--- config.mk ---
export PLATFORM = sky130hd
export DESIGN_NAME = int2float_serial_loader
export DESIGN_NICKNAME = d
export VERILOG_FILES = /design/src/rtl/int2float_serial_loader.sv
export SDC_FILE = /design/constraint.sdc
export NUM_CORES = 1
export LEC_CHECK = 0
export ABC_CLOCK_PERIOD_IN_PS = 2600
export BUFFER_PORTS_ARGS = -buffer_cell sky130_fd_sc_hd__buf_2
export CAP_MARGIN = 20
export CORE_MARGIN = 4
export CORE_UTILIZATION = 55
export DETAILED_ROUTE_END_ITERATION = 7
export PLACE_DENSITY_LB_ADDON = 0.3
export SLEW_MARGIN = 40
export SYNTH_ARGS = -nofsm -noshare
export SYNTH_HDL_FRONTEND = slang
export SYNTH_SLANG_ARGS = --single-unit
--- constraint.sdc ---
create_clock -name clk -period 2.6 [get_ports clk]
set_input_delay 0.52 -clock clk [delete_from_list [all_inputs] [get_ports clk]]
set_output_delay 0.52 -clock clk [all_outputs]
set_load 0.02 [all_outputs]
--- src/rtl/int2float_serial_loader.sv ---
`default_nettype none
// ============================================================================
//  Module      : int2float_serial_loader
//  Description : Deserializes a framed LSB-first serial stream into WORD_W-bit
//                words and buffers them in a first-word-fall-through FIFO that
//                feeds the integer-to-float converter over valid/ready.
//  Revision    : 1.0 - initial release
// ============================================================================
module int2float_serial_loader #(
  parameter int WORD_W = 11,
  parameter int DEPTH  = 4,
  parameter int CNT_W  = 4
) (
  input  logic                       clk,
  input  logic                       rst_n,
  input  logic                       ser_vld,
  input  logic                       ser_sof,
  input  logic                       ser_bit,
  output logic [WORD_W-1:0]          out_data,
  output logic                       out_valid,
  input  logic                       out_ready,
  output logic [$clog2(DEPTH):0]     fill_level,
  output logic                       overrun,
  output logic                       frame_err
);

  localparam int AW     = $clog2(DEPTH);
  localparam int FILL_W = AW + 1;

  typedef enum logic [0:0] {
    S_IDLE  = 1'b0,
    S_SHIFT = 1'b1
  } state_t;

  state_t              r_state;
  logic [CNT_W-1:0]    r_bit_cnt;
  logic [WORD_W-1:0]   r_shreg;
  logic [WORD_W-1:0]   r_mem [DEPTH];
  logic [AW-1:0]       r_wr_ptr;
  logic [AW-1:0]       r_rd_ptr;
  logic [FILL_W-1:0]   r_fill;
  logic                r_overrun;
  logic                r_frame_err;

  logic                w_push;
  logic                w_pop;
  logic                w_full;
  logic                w_accept;
  logic [WORD_W-1:0]   w_word;
  logic [WORD_W-1:0]   w_restart;

  // The bit landing in the top position completes the word; it goes straight
  // into the FIFO on the same edge, so the assembled word is built from the
  // live serial bit rather than the shift register.
  assign w_push    = (r_state == S_SHIFT) && ser_vld && !ser_sof &&
                     (r_bit_cnt == CNT_W'(WORD_W - 1));
  assign w_word    = {ser_bit, r_shreg[WORD_W-2:0]};
  assign w_restart = {{(WORD_W-1){1'b0}}, ser_bit};

  // A push into a full FIFO is still accepted when the head leaves on the
  // same edge, since the freed slot is exactly the one being written.
  assign w_pop     = out_valid && out_ready;
  assign w_full    = (r_fill == FILL_W'(DEPTH));
  assign w_accept  = w_push && (!w_full || w_pop);

  assign out_valid  = (r_fill != '0);
  assign out_data   = r_mem[r_rd_ptr];
  assign fill_level = r_fill;
  assign overrun    = r_overrun;
  assign frame_err  = r_frame_err;

  // Frame deserializer FSM with registered error pulses.
  always_ff @(posedge clk or negedge rst_n) begin
    if (!rst_n) begin
      r_state     <= S_IDLE;
      r_bit_cnt   <= '0;
      r_shreg     <= '0;
      r_overrun   <= 1'b0;
      r_frame_err <= 1'b0;
    end else begin
      r_frame_err <= 1'b0;
      r_overrun   <= w_push && !w_accept;
      case (r_state)
        S_IDLE: begin
          // Bits without a start-of-frame marker are silently ignored here.
          if (ser_vld && ser_sof) begin
            r_shreg   <= w_restart;
            r_bit_cnt <= CNT_W'(1);
            r_state   <= S_SHIFT;
          end
        end
        S_SHIFT: begin
          if (ser_vld) begin
            if (ser_sof) begin
              r_frame_err <= 1'b1;
              r_shreg     <= w_restart;
              r_bit_cnt   <= CNT_W'(1);
            end else if (w_push) begin
              r_shreg   <= '0;
              r_bit_cnt <= '0;
              r_state   <= S_IDLE;
            end else begin
              r_shreg[r_bit_cnt] <= ser_bit;
              r_bit_cnt          <= r_bit_cnt + CNT_W'(1);
            end
          end
        end
        default: begin
          r_state   <= S_IDLE;
          r_bit_cnt <= '0;
        end
      endcase
    end
  end

  // FWFT FIFO storage, pointers and occupancy count.
  always_ff @(posedge clk or negedge rst_n) begin
    if (!rst_n) begin
      r_wr_ptr <= '0;
      r_rd_ptr <= '0;
      r_fill   <= '0;
      for (int i = 0; i < DEPTH; i++) begin
        r_mem[i] <= '0;
      end
    end else begin
      if (w_accept) begin
        r_mem[r_wr_ptr] <= w_word;
        r_wr_ptr        <= r_wr_ptr + AW'(1);
      end
      if (w_pop) begin
        r_rd_ptr <= r_rd_ptr + AW'(1);
      end
      case ({w_accept, w_pop})
        2'b10:   r_fill <= r_fill + FILL_W'(1);
        2'b01:   r_fill <= r_fill - FILL_W'(1);
        default: r_fill <= r_fill;
      endcase
    end
  end

endmodule
`default_nettype wire

## Yosys cells after proc, flatten, opt, wreduce, memory -nomap -nowiden

Index checks and enable logic that the tools add are counted.

| storage, ports and cells | value |
|---|---|
| output and inout bits | 17 |
| input bits | 6 |
| bits in latches | 0 |
| logic and storage cells | 75 |
| RAM bits | 0 |
| bits in registers | 69 |
| ROM bits | 0 |
| memories | 0 |

| operators by class | value |
|---|---|
| reduce and logical (&&, ||, !) cells | 16 |
| bitwise operators | 3 |
| equal/unequal tests | 6 |
| multiplexer cells | 28 |
| $add $sub $neg | 5 |
| multiply operators | 0 |
| div/mod/pow operators | 0 |
| shift operators | 0 |
| $lt $le $gt $ge | 5 |

Operators with widths:

| operator | number |
|---|---|
| 2-to-1 mux 11 bit | 7 |
| bitwise mux 44 bit | 1 |
| binary-select mux 11 bit (select 2 bit) | 1 |
| demux 11 bit (select 2 bit) | 1 |
| case mux 11 bit (2 select lines) | 1 |
| 2-to-1 mux 4 bit | 4 |
| bitwise mux 11 bit | 1 |
| logical AND 1 bit | 9 |
| 2-to-1 mux 1 bit | 8 |
| case mux 4 bit (2 select lines) | 1 |
| greater-or-equal comparator 3 bit (second input constant) | 2 |
| inverter 2 -> 3 bit | 2 |
| case mux 3 bit (2 select lines) | 1 |
| less-than comparator 4 x 5 -> 1 bit (second input constant) | 1 |
| adder 2 x 1 -> 2 bit (second input constant) | 2 |
| adder 4 x 1 -> 4 bit (second input constant) | 1 |
| demux 1 bit (select 4 bit) | 1 |
| equality test 4 bit (second input constant) | 1 |
| greater-or-equal comparator 4 x 1 -> 1 bit (second input constant) | 1 |
| != test 2 bit (second input constant) | 2 |
| adder 3 x 1 -> 3 bit (second input constant) | 1 |
| equality test 3 bit (second input constant) | 1 |
| logical NOT 1 bit | 3 |
| less-than comparator 3 x 1 -> 1 bit (second input constant) | 1 |
| other kinds (9) | 9 |

## Depth between registers and ports, before layout

Gate-level depths: netlist of run 1.

| logic depth | value |
|---|---|
| depth after elaboration | 9 |
| depth in mapped cells | 9 |
| depth with buffers taken out | 9 |

## Worst setup path after synthesis of run 1

Ideal clock, no wire load.

| path | value |
|---|---|
| path type | register to register |
| start | reg r_bit_cnt[0] |
| end | reg r_fill[2] (netlist: fill_level[2]) |
| arrival | 1.914 ns |
| clock period less this slack | 2.046 ns |
| buffers on the path | 0 |
| stages on the path, launching flop included | 10 |
| required time | 2.468 ns |
| slack | 0.554 ns |
| setup time | 0.132 ns |
| cells stage by stage | dfrtp_1 > inv_1 > ha_1 > and2b_1 > a41oi_1 > inv_1 > fa_1 > nor2_1 > a22oi_1 > xnor2_1 |

| on the way | value |
|---|---|
| cells in the longest elaborated chain, start to end | 5 |
| elaborated cells between the ends (all ways) | 7 |
| those cells by class | eq/ne: 3; mux: 1; reduce/logical: 3 |

Ends and longest elaborated chain:

| item | RTL line | source |
|---|---|---|
| from (decl) | 36 | `logic [CNT_W-1:0] r_bit_cnt;` |
| from (signal assigned) | 104 | `r_bit_cnt <= r_bit_cnt + CNT_W'(1);` |
| equality test 4 bit * | 56 | `(r_bit_cnt == CNT_W'(WORD_W - 1));` |
| logical AND 1 bit * | 55 | `assign w_push = (r_state == S_SHIFT) && ser_vld && !ser_sof &&` |
| logical AND 1 bit * | 64 | `assign w_accept = w_push && (!w_full \|\| w_pop);` |
| equality test 2 x 1 -> 1 bit or equality test 2 bit (tied branches) | 133 | `case ({w_accept, w_pop})` |
| case mux 3 bit (2 select lines) or nonzero test 2 bit (tied branches) | n/a |  |
| to (signal assigned) | 134 | `2'b10: r_fill <= r_fill + FILL_W'(1);` |
| to (signal assigned) | 135 | `2'b01: r_fill <= r_fill - FILL_W'(1);` |
| to (signal assigned) | 136 | `default: r_fill <= r_fill;` |
| to (decl) | 41 | `logic [FILL_W-1:0] r_fill;` |

Every way passes the cells marked *; elsewhere a longest branch is shown, timed or not.
A chain may end at the register's enable or synchronous reset.

## Worst setup path after layout of run 1

| path | value |
|---|---|
| start | reg r_rd_ptr[0] |
| end | out out_data[6] |

| on the way | value |
|---|---|
| cells in the longest elaborated chain, start to end | 4 |

Ends and longest elaborated chain:

| item | RTL line | source |
|---|---|---|
| from (decl) | 40 | `logic [AW-1:0] r_rd_ptr;` |
| from (signal assigned) | 131 | `r_rd_ptr <= r_rd_ptr + AW'(1);` |
| inverter 2 -> 3 bit (implied by the code) | 67 | `assign out_data = r_mem[r_rd_ptr];` |
| binary-select mux 11 bit (select 2 bit) | 67 |  |
| 2-to-1 mux 11 bit (implied by the code) (2 in a row) | 67 |  |
| to (decl) | 19 | `output logic [WORD_W-1:0] out_data,` |

Every way passes these cells. The select of a mux whose other input is x is not followed.

==> results of run 1 <==
cells in the mapped netlist (all sizes together), types with 2 or more instances:
| cell | number | area [um2] |
|---|---|---|
| a41oi | 2 | 17.5 |
| a22o | 2 | 17.5 |
| nand2 | 12 | 75.1 |
| xnor2 | 5 | 43.8 |
| o22ai | 3 | 18.8 |
| nand3 | 10 | 50.1 |
| xor2 | 2 | 17.5 |
| clkbuf | 3 | 11.3 |
| nor2 | 13 | 48.8 |
| buf | 9 | 113 |
| mux2i | 8 | 80.1 |
| inv | 9 | 33.8 |
| nand4 | 3 | 18.8 |
| mux2 | 45 | 657 |
| and2b | 3 | 25.0 |
| a31oi | 2 | 12.5 |
| mux4 | 11 | 248 |
| dfrtp | 68 | 1700 |
| ha | 8 | 100 |
metal layers:
layer | vias to the layer above | part of all wire | GRT usage | wire (um)
met1 | 965 | 0.49 | 0.261 | 3000
met4 | 0 | 0.021 | 0.0892 | 126
met2 | 31 | 0.45 | 0.278 | 2730
met3 | 10 | 0.042 | 0.0466 | 256
li1 | 881 | - | - | -
met5 | - | 0 | 0 | 0
registers in the layout, summed over array words and instances, names as in the netlist:
register / count
r_bit_cnt: 4
r_rd_ptr: 2
r_mem: 44
fill_level: 3
r_wr_ptr: 2
r_shreg: 10
r_state: 1
overrun: 1
frame_err: 1
where the power goes:
part	total (uW)	leakage [uW]	switching [uW]	internal [uW]
logic	511	0.000990	257	254
clock network	872	0.0000983	405	466
registers	1280	0.000915	152	1130
total	2670	0.00200	815	1850
per-stage QoR:
step                hold slack, ns  area (um2)  setup slack (ns)  power (uW)   util
floorplan                    0.224        3410             0.554        1630      -
global placement             0.485        3540             0.428        1810  0.595
detailed placement           0.490        3540             0.352        1820  0.595
CTS                          0.174        3750             0.255        2700  0.629
global route                 0.202        3750             0.144        2810  0.629
finish                       0.168        3750             0.279        2670  0.629
cells by family (layout without fill, tap and decap cells):
family                     Yosys count  after routing  share of synthesized area
xor gates and xnor gates             7              7                     0.0180
AOI/OAI and AO/OA                   17             17                     0.0363
DFF                                 68             68                      0.499
and+or+nand+nor                     46             46                     0.0763
buffers and inverters               21             51                     0.0462
muxes                               64             64                      0.289
adders and majority gates            9              9                     0.0352
path summary, 6_finish.rpt:
path                                 end  depth (start not counted)
setup reg to reg           fill_level[2]                          9
setup / recovery             out_data[6]                          3
max in group asynchronous      r_mem[10]                          2
hold / removal                 r_mem[42]                          1
hold reg to reg                r_mem[10]                          1
min in group clk            r_bit_cnt[1]                          2
layout make-up:
| class | count | area [um2] | share of cell area |
|---|---|---|---|
| clock buffer | 10 | 138 | 0.0367 |
| clock inverter | 6 | 63.8 | 0.0170 |
| inverter | 9 | 33.8 | 0.00902 |
| multi-input combinational | 143 | 1550 | 0.414 |
| sequential | 68 | 1700 | 0.454 |
| tap | 75 | 93.8 | 0.0251 |
| timing repair buffer | 26 | 165 | 0.0441 |
==> key figures, run 1 <==
Run status
  • Status: finished clean

Clock tree
  • CTS tree: yes
  • Cts hold-fix bufs: 0
  • CTS resizes: 0
  • Clock Path Buffers: 2
  • Clk pin slew, worst setup/hold paths: approximately 0.070 ns
  • Root buf cell: clkbuf_8
  • Postcts setup bufs: 0
  • Clk sinks: approximately 70
  • TritonCTS Buffers: 9
  • Worst-Skew Late Latency: about 0.35 ns
  • # H-tree levels: 3

Cells and area
  • Share of cells above drive strength 1: 0.401
  • Area growth from synthesis to layout: 9.87%
  • Final #Nets: around 270
  • Most frequent cells in the layout: dfrtp_1, mux2_4, buf_2
  • Fill count: between 400 and 500
  • Antenna diodes: 0
  • Non-Filler Instances: 337
  • Most common cell after layout, fill and taps aside: dfrtp_1

STA
  • Final period util: 0.893
  • Worst rel slew slack: 0.598
  • Slew Viols, Final: 0
  • F_max: 431 MHz
  • Unrepaired setup endpoints after global routing: no
  • Clock skew: roughly 0.0038 ns
  • Crit path time final: 2.32 ns
  • Worst-Margin Slew: about 0.6 ns
  • Final Hold Fails: 0
  • Setup TNS: 0 ns
  • Count of final setup violators: 0

Floorplan
  • Initial Util: 0.572
  • Die area: 0.00752 mm2
  • Num rows: 28
  • Die H: 86.7 um
  • Io pins: 23
  • Core footprint: between 0.005 and 0.006 mm2
  • Die X: slightly below 90 um

Setup path
  • Worst-path maximum fanout: 9
  • Crit-path max cell delay: about 0.56 ns
  • R2R Path Start: r_bit_cnt[0]
  • Critical path's top delay family: flip-flops
  • Bufs and invs on worst path: 2
  • Worst setup path start: r_rd_ptr[0]
  • Critical path class: reg -> out
  • CP max stage cell: dfrtp_1
  • R2r setup slk: ~0.35 ns
  • Critical path required time: around 2.1 ns
  • Arrival @ worst endpoint: around 1.8 ns
  • Startpoint Class: flip-flop
  • Critical path endpoint category: output pin
  • Worst-path cell chain: buf_12 > mux4_2 > buf_2

Pwr
  • LEAKAGE: about 0.002 uW
  • PD cells: between 700 and 800 mW/mm2
  • Worst IR Drop VDD: ~0.54 mV

Route
  • Via-to-Cell Ratio: 5.60
  • DR pass1 iterations: 4
  • Vias: between 1.5k and 2k
  • Wire per inst: 18.1 um
  • Antenna violation net count after detailed routing: 0
  • Routed wire length: roughly 6100 um
  • # DRC: 0
  • Initial drt markers: 86

Placed design
  • RD Place Congestion: around 0.79
  • Port Buf Inserts: 22
  • Placed insts: 321
  • Dpl hpwl: 4200 um

Min path
  • Hold Crit Class: in -> async

Global route
  • Number of global-route vias before repair: roughly 2.0k
  • Initial antenna violation count: 0
  • Largest net degree at the start of global routing: 44
  • Total track usage: 0.188
  • Global route overflow: 0
  • First-pass GRT wire length: around 10,000 um

Synth
  • Synth Flop Type: dfrtp_1
  • Post-synth cell types: 40
  • Syn avg cell area: 14.7 um2
  • Async set-or-reset flop fraction in the synthesized netlist: 1.00
  • Mapped Cells: 232
  • Yosys reg bits: slightly below 70
  • Area of the mapped netlist: between 0.003 and 0.004 mm2
  • Post-synth EDFFs: 0
  • Sequential cell area fraction in the yosys report: 0.499
  • Synth warn: 0
  • Syn_nets: around 250

Job
  • Max-cap viol count: 0
(Power assumes the default switching activity.)
==> run 2: changes to the inputs <==
Settings changed: CTS_BUF_LIST from default to sky130_fd_sc_hd__clkbuf_4 sky130_fd_sc_hd__clkbuf_8 sky130_fd_sc_hd__clkbuf_16, PLACE_DENSITY from default to 0.76, PLACE_DENSITY_LB_ADDON 0.3 to default.
==> key figures, run 2 (synthesis results as in run 1) <==
Run status
  • Status: finished clean

STA
  • PnR worst setup slack: between 0.3 and 0.4 ns
  • Worst-Margin Slew: approximately 0.63 ns
  • Final period util: 0.884
  • Crit path time final: between 2 and 2.5 ns
  • Unrepaired setup endpoints after global routing: no
  • Slew Viols, Final: 0
  • Count of final setup violators: 0
  • Final Hold Fails: 0
  • F_max: about 440 MHz
  • Clock skew: roughly 0.0075 ns
  • Worst rel slew slack: 0.579
  • Setup TNS: 0 ns

Setup path
  • Bufs and invs on worst path: 1
  • Arrival @ worst endpoint: ~2.5 ns
  • Crit-path max cell delay: around 0.57 ns
  • Worst-path maximum fanout: 11
  • Critical path endpoint category: flip-flop
  • Critical path required time: roughly 2.8 ns
  • Worst-path cell chain: inv_1 > ha_1 > and2b_1 > and4bb_1 > nand2_4 > mux2_4
  • R2r setup slk: between 0.3 and 0.4 ns
  • Critical path's top delay family: simple AND/OR/NAND/NOR gates
  • Startpoint Class: flip-flop
  • Critical path class: reg -> reg
  • Worst reg2reg path depth: 6
  • R2R Path Start: r_bit_cnt[0]
  • RR Endpoint: r_mem[36]
  • CP max stage cell: and4bb_1

Global route
  • Global route overflow: 0
  • Number of global-route vias before repair: around 2.0k
  • Total track usage: 0.182
  • First-pass GRT wire length: around 10,000 um
  • Initial antenna violation count: 0
  • Largest net degree at the start of global routing: 45

Pwr
  • Clock share of power: 0.335
  • Sequential Power Share: 0.478
  • Sw power: 789 uW
  • PD cells: a little over 700 mW/mm2
  • Internal: 1870 uW
  • Logic pwr share: 0.186
  • Switching Fraction: 0.297
  • Overall Power: ~2700 uW
  • Worst IR Drop VDD: between 0.6 and 0.7 mV
  • LEAKAGE: ~0.002 uW

Cells and area
  • Most common cell after layout, fill and taps aside: dfrtp_1
  • Non-Filler Instances: 337
  • Biggest regs: r_mem (44), r_shreg (10), r_bit_cnt (4)
  • Area growth from synthesis to layout: 9.28%
  • Most frequent cells in the layout: dfrtp_1, mux2_4, buf_2
  • Max FFs per register: 44
  • Share of cells above drive strength 1: 0.401
  • Top reg by flops: r_mem
  • Post-layout util: 0.626
  • Antenna diodes: 0
  • Final #Nets: between 200 and 300

Clock tree
  • Clk pin slew, worst setup/hold paths: about 0.070 ns
  • # H-tree levels: 3
  • CTS tree: yes
  • Postcts setup bufs: 0
  • Worst-Skew Late Latency: roughly 0.34 ns
  • Root buf cell: clkbuf_8
  • TritonCTS Buffers: 9
  • Clk sinks: 68
  • CTS resizes: 0
  • Clock Path Buffers: 2
  • Cts hold-fix bufs: 0

Route
  • # DRC: 0
  • Via-to-Cell Ratio: ~5.6
  • Antenna violation net count after detailed routing: 0
  • Wire per inst: approximately 18 um
  • DR pass1 iterations: 4
  • Routed wire length: 5900 um
  • Vias: roughly 1.9k
  • Initial drt markers: roughly 110

Placed design
  • Placed insts: 321
  • Port Buf Inserts: 22
  • Dpl hpwl: around 4000 um
  • RD Place Congestion: ~0.81
  • Pre-CTS setup slack: between 0.3 and 0.4 ns

Floorplan
  • Die H: around 87 um
  • Die area: between 0.007 and 0.008 mm2
  • Io pins: 23
  • Num rows: 28
  • Die X: between 80 and 90 um
  • Initial Util: 0.572
  • Core footprint: just under 0.006 mm2

Min path
  • Hold Crit Class: in -> async

Job
  • Max-cap viol count: 0
-- run 2: cell types whose count changed in the layout (fill, tap and decap cells not counted) --
cell,before,now
buf_12,2,0
buf_4,2,4
clkinvlp_4,2,1
clkbuf_4,0,1
clkinv_4,1,0
clkbuf_8,10,11
-- run 2: power by group through the flow --
stage	registers, uW	logic [uW]	clock network (uW)
floorplan	1260	365	0
global placement	1290	495	0
detailed placement	1290	499	0
CTS	1270	505	909
global route	1290	552	967
finish	1270	495	892
-- run 2: area by class of cell --
cell class                 instances  area (um2)
clock buffer                      12         159
clock inverter                     4        47.5
fill                             450        2230
inverter                           9        33.8
multi-input combinational        143        1550
sequential                        68        1700
tap                               75        93.8
timing repair buffer              26         140
-- run 2: per-layer routing --
layer | share of wire | GRT usage | up-vias
li1 | - | - | 882
met2 | 0.46 | 0.277 | 32
met3 | 0.036 | 0.0542 | 9
met1 | 0.49 | 0.252 | 949
met4 | 0.011 | 0.0609 | 0
met5 | 0 | 0 | -
-- run 2: worst max-delay path by stage --
stage / depth (start not counted) / start / slack, ns / endpoint
floorplan: 9 / r_bit_cnt[0] / 0.55 / fill_level[2]
global placement: 6 / r_bit_cnt[0] / 0.37 / r_mem[42]
detailed placement: 6 / r_bit_cnt[0] / 0.31 / r_mem[42]
CTS: 6 / r_bit_cnt[0] / 0.29 / r_mem[42]
global route: 9 / r_bit_cnt[0] / 0.08 / fill_level[2]
finish: 6 / r_bit_cnt[0] / 0.30 / r_mem[36]
-- run 2: through the flow --
step                cell area (um2)  hold WS (ns)
finish                         3730         0.165
global route                   3730         0.180
CTS                            3730         0.167
floorplan                      3410         0.224
global placement               3520         0.483
detailed placement             3520         0.494
==> run 3: changes to the inputs <==
==> constraint.sdc (replaced) <==
create_clock -name clk -period 2.6 [get_ports clk]
set_input_delay 0.13 -clock clk [delete_from_list [all_inputs] [get_ports clk]]
set_output_delay 0.13 -clock clk [all_outputs]
set_load 0.02 [all_outputs]
==> key figures, run 3 (synthesis results as in run 1) <==
Pwr
  • Switching Fraction: 0.282
  • Clock share of power: 0.374
  • Internal: between 2000 and 2500 uW
  • PD cells: between 700 and 800 mW/mm2
  • Sw power: around 800 uW
  • Sequential Power Share: 0.450
  • Worst IR Drop VDD: approximately 0.56 mV
  • Logic pwr share: 0.176
  • LEAKAGE: 0.00202 uW

Cells and area
  • Fill count: approximately 460
  • Area growth from synthesis to layout: 11.0%
  • Antenna diodes: 0
  • Reg area: between 0.0015 and 0.002 mm2
  • Share of cells above drive strength 1: 0.397
  • Non-Filler Instances: 337
  • Top reg by flops: r_mem
  • Most common cell after layout, fill and taps aside: dfrtp_1
  • Finished layout cell area: 0.00378 mm2
  • Max FFs per register: between 40 and 50
  • Final #Nets: 272
  • Biggest regs: r_mem (44), r_shreg (10), r_bit_cnt (4)
  • Multi-input logic area: between 0.0015 and 0.002 mm2
  • Most frequent cells in the layout: dfrtp_1, mux2_4, buf_2

Placed design
  • Dpl hpwl: ~4000 um
  • Placed insts: 320
  • RD Place Congestion: 0.833
  • Port Buf Inserts: 22
  • Pre-CTS setup slack: approximately 0.27 ns
  • Placed cell areas: 0.00352 mm2

Setup path
  • Critical path class: reg -> reg
  • Arrival @ worst endpoint: 2.57 ns
  • R2r setup slk: between 0.2 and 0.25 ns
  • Critical path endpoint category: flip-flop
  • Worst reg2reg path depth: 6
  • R2R Path Start: r_bit_cnt[0]
  • RR Endpoint: r_mem[38]
  • Critical path required time: 2.82 ns
  • Worst-path maximum fanout: 11
  • Startpoint Class: flip-flop

STA
  • PnR worst setup slack: between 0.2 and 0.25 ns
  • F_max: 425 MHz
  • Count of final setup violators: 0
  • Crit path time final: around 2.4 ns
  • Unrepaired setup endpoints after global routing: no
  • Worst rel slew slack: 0.532
  • Clock skew: about 0.0063 ns
  • Setup TNS: 0 ns
  • Worst-Margin Slew: around 0.7 ns
  • Slew Viols, Final: 0
  • Final Hold Fails: 0
  • Final period util: 0.905

Clock tree
  • # H-tree levels: 3
  • CTS resizes: 0
  • Clock Path Buffers: 2
  • Worst-Skew Late Latency: approximately 0.33 ns
  • TritonCTS Buffers: 9
  • Clk pin slew, worst setup/hold paths: approximately 0.070 ns
  • Clk sinks: approximately 70
  • Postcts setup bufs: 0
  • CTS tree: yes
  • Root buf cell: clkbuf_8

Global route
  • Number of global-route vias before repair: 1,990
  • Initial antenna violation count: 0
  • First-pass GRT wire length: between 10,000 and 15,000 um
  • Global route overflow: 0
  • Largest net degree at the start of global routing: 39
  • Total track usage: 0.179

Route
  • Routed wire length: 5910 um
  • Initial drt markers: 66
  • Vias: 1,910
  • # DRC: 0
  • Via-to-Cell Ratio: around 5.7
  • DR pass1 iterations: 4
  • Wire per inst: roughly 18 um
  • Antenna violation net count after detailed routing: 0

Run status
  • Status: finished clean

Min path
  • WHS Path Cells: 2
  • HP Start: ser_sof
  • Hold Crit Class: in -> reg
  • Worst Hold Path EP: r_bit_cnt[1]

Floorplan
  • Core footprint: approximately 0.0060 mm2
  • Die X: 86.7 um
  • Num rows: 28
  • Die area: approximately 0.0075 mm2
  • Die H: 86.7 um
  • Io pins: 23
  • Initial Util: 0.572

Job
  • Max-cap viol count: 0
run 3: changes by cell type in the layout (fill, tap and decap cells not counted), sizes merged:
cell / delta
buf: -1
dlygate4sd3: +1
bufinv: +2
clkbuf: -2
run 3: through the flow:
step / hold WS [ns] / total power [uW] / util
final: 0.0523 / 2830 / 0.635
after floorplan: -0.166 / 1630 / -
after global placement: 0.211 / 1780 / 0.592
after detailed placement: 0.218 / 1790 / 0.592
after CTS: 0.0350 / 2860 / 0.635
after global routing: 0.0572 / 2970 / 0.635
run 3: per-layer routing:
metal | global-route usage | wire length (um)
met1 | 0.244 | 2700
met2 | 0.281 | 2850
met4 | 0.0453 | 85
met3 | 0.0532 | 273
met5 | 0 | 0
run 3: repair_timing:
action / CTS / global route
hold buffers: 1 / 0
endpoints found under the hold margin: 30 / 0
endpoints found under the setup margin: 0 / 0
run 3: area by class of cell:
| type | instances | area share |
|---|---|---|
| multi-input combinational | 143 | 0.410 |
| clock buffer | 10 | 0.0364 |
| clock inverter | 6 | 0.0294 |
| tap | 75 | 0.0248 |
| sequential | 68 | 0.450 |
| inverter | 9 | 0.00893 |
| timing repair buffer | 26 | 0.0410 |
run 3: power by group through the flow:
stage	clock network [uW]	registers (uW)	logic (uW)
6_report	1060	1270	497
2_1_floorplan	0	1260	365
3_3_place_gp	0	1290	495
4_1_cts	1080	1270	506
5_1_grt	1130	1290	555
3_5_place_dp	0	1290	503
run 3: how the worst max path moves through the flow:
stage	from	to	cells past startpoint
after floorplan	r_bit_cnt[0]	fill_level[2]	9
after global placement	r_bit_cnt[0]	r_mem[42]	6
after detailed placement	r_bit_cnt[0]	r_mem[38]	6
after CTS	r_bit_cnt[0]	r_mem[38]	6
after global routing	r_bit_cnt[0]	r_mem[39]	6
final	r_bit_cnt[0]	r_mem[38]	6
run 3: worst max-delay path, stage by stage (launching register included):
cell and delay [ns]:
dfrtp_1 0.43, inv_1 0.12, ha_1 0.27, and2b_1 0.18, and4bb_1 0.60, nand2_4 0.28, mux2_4 0.36
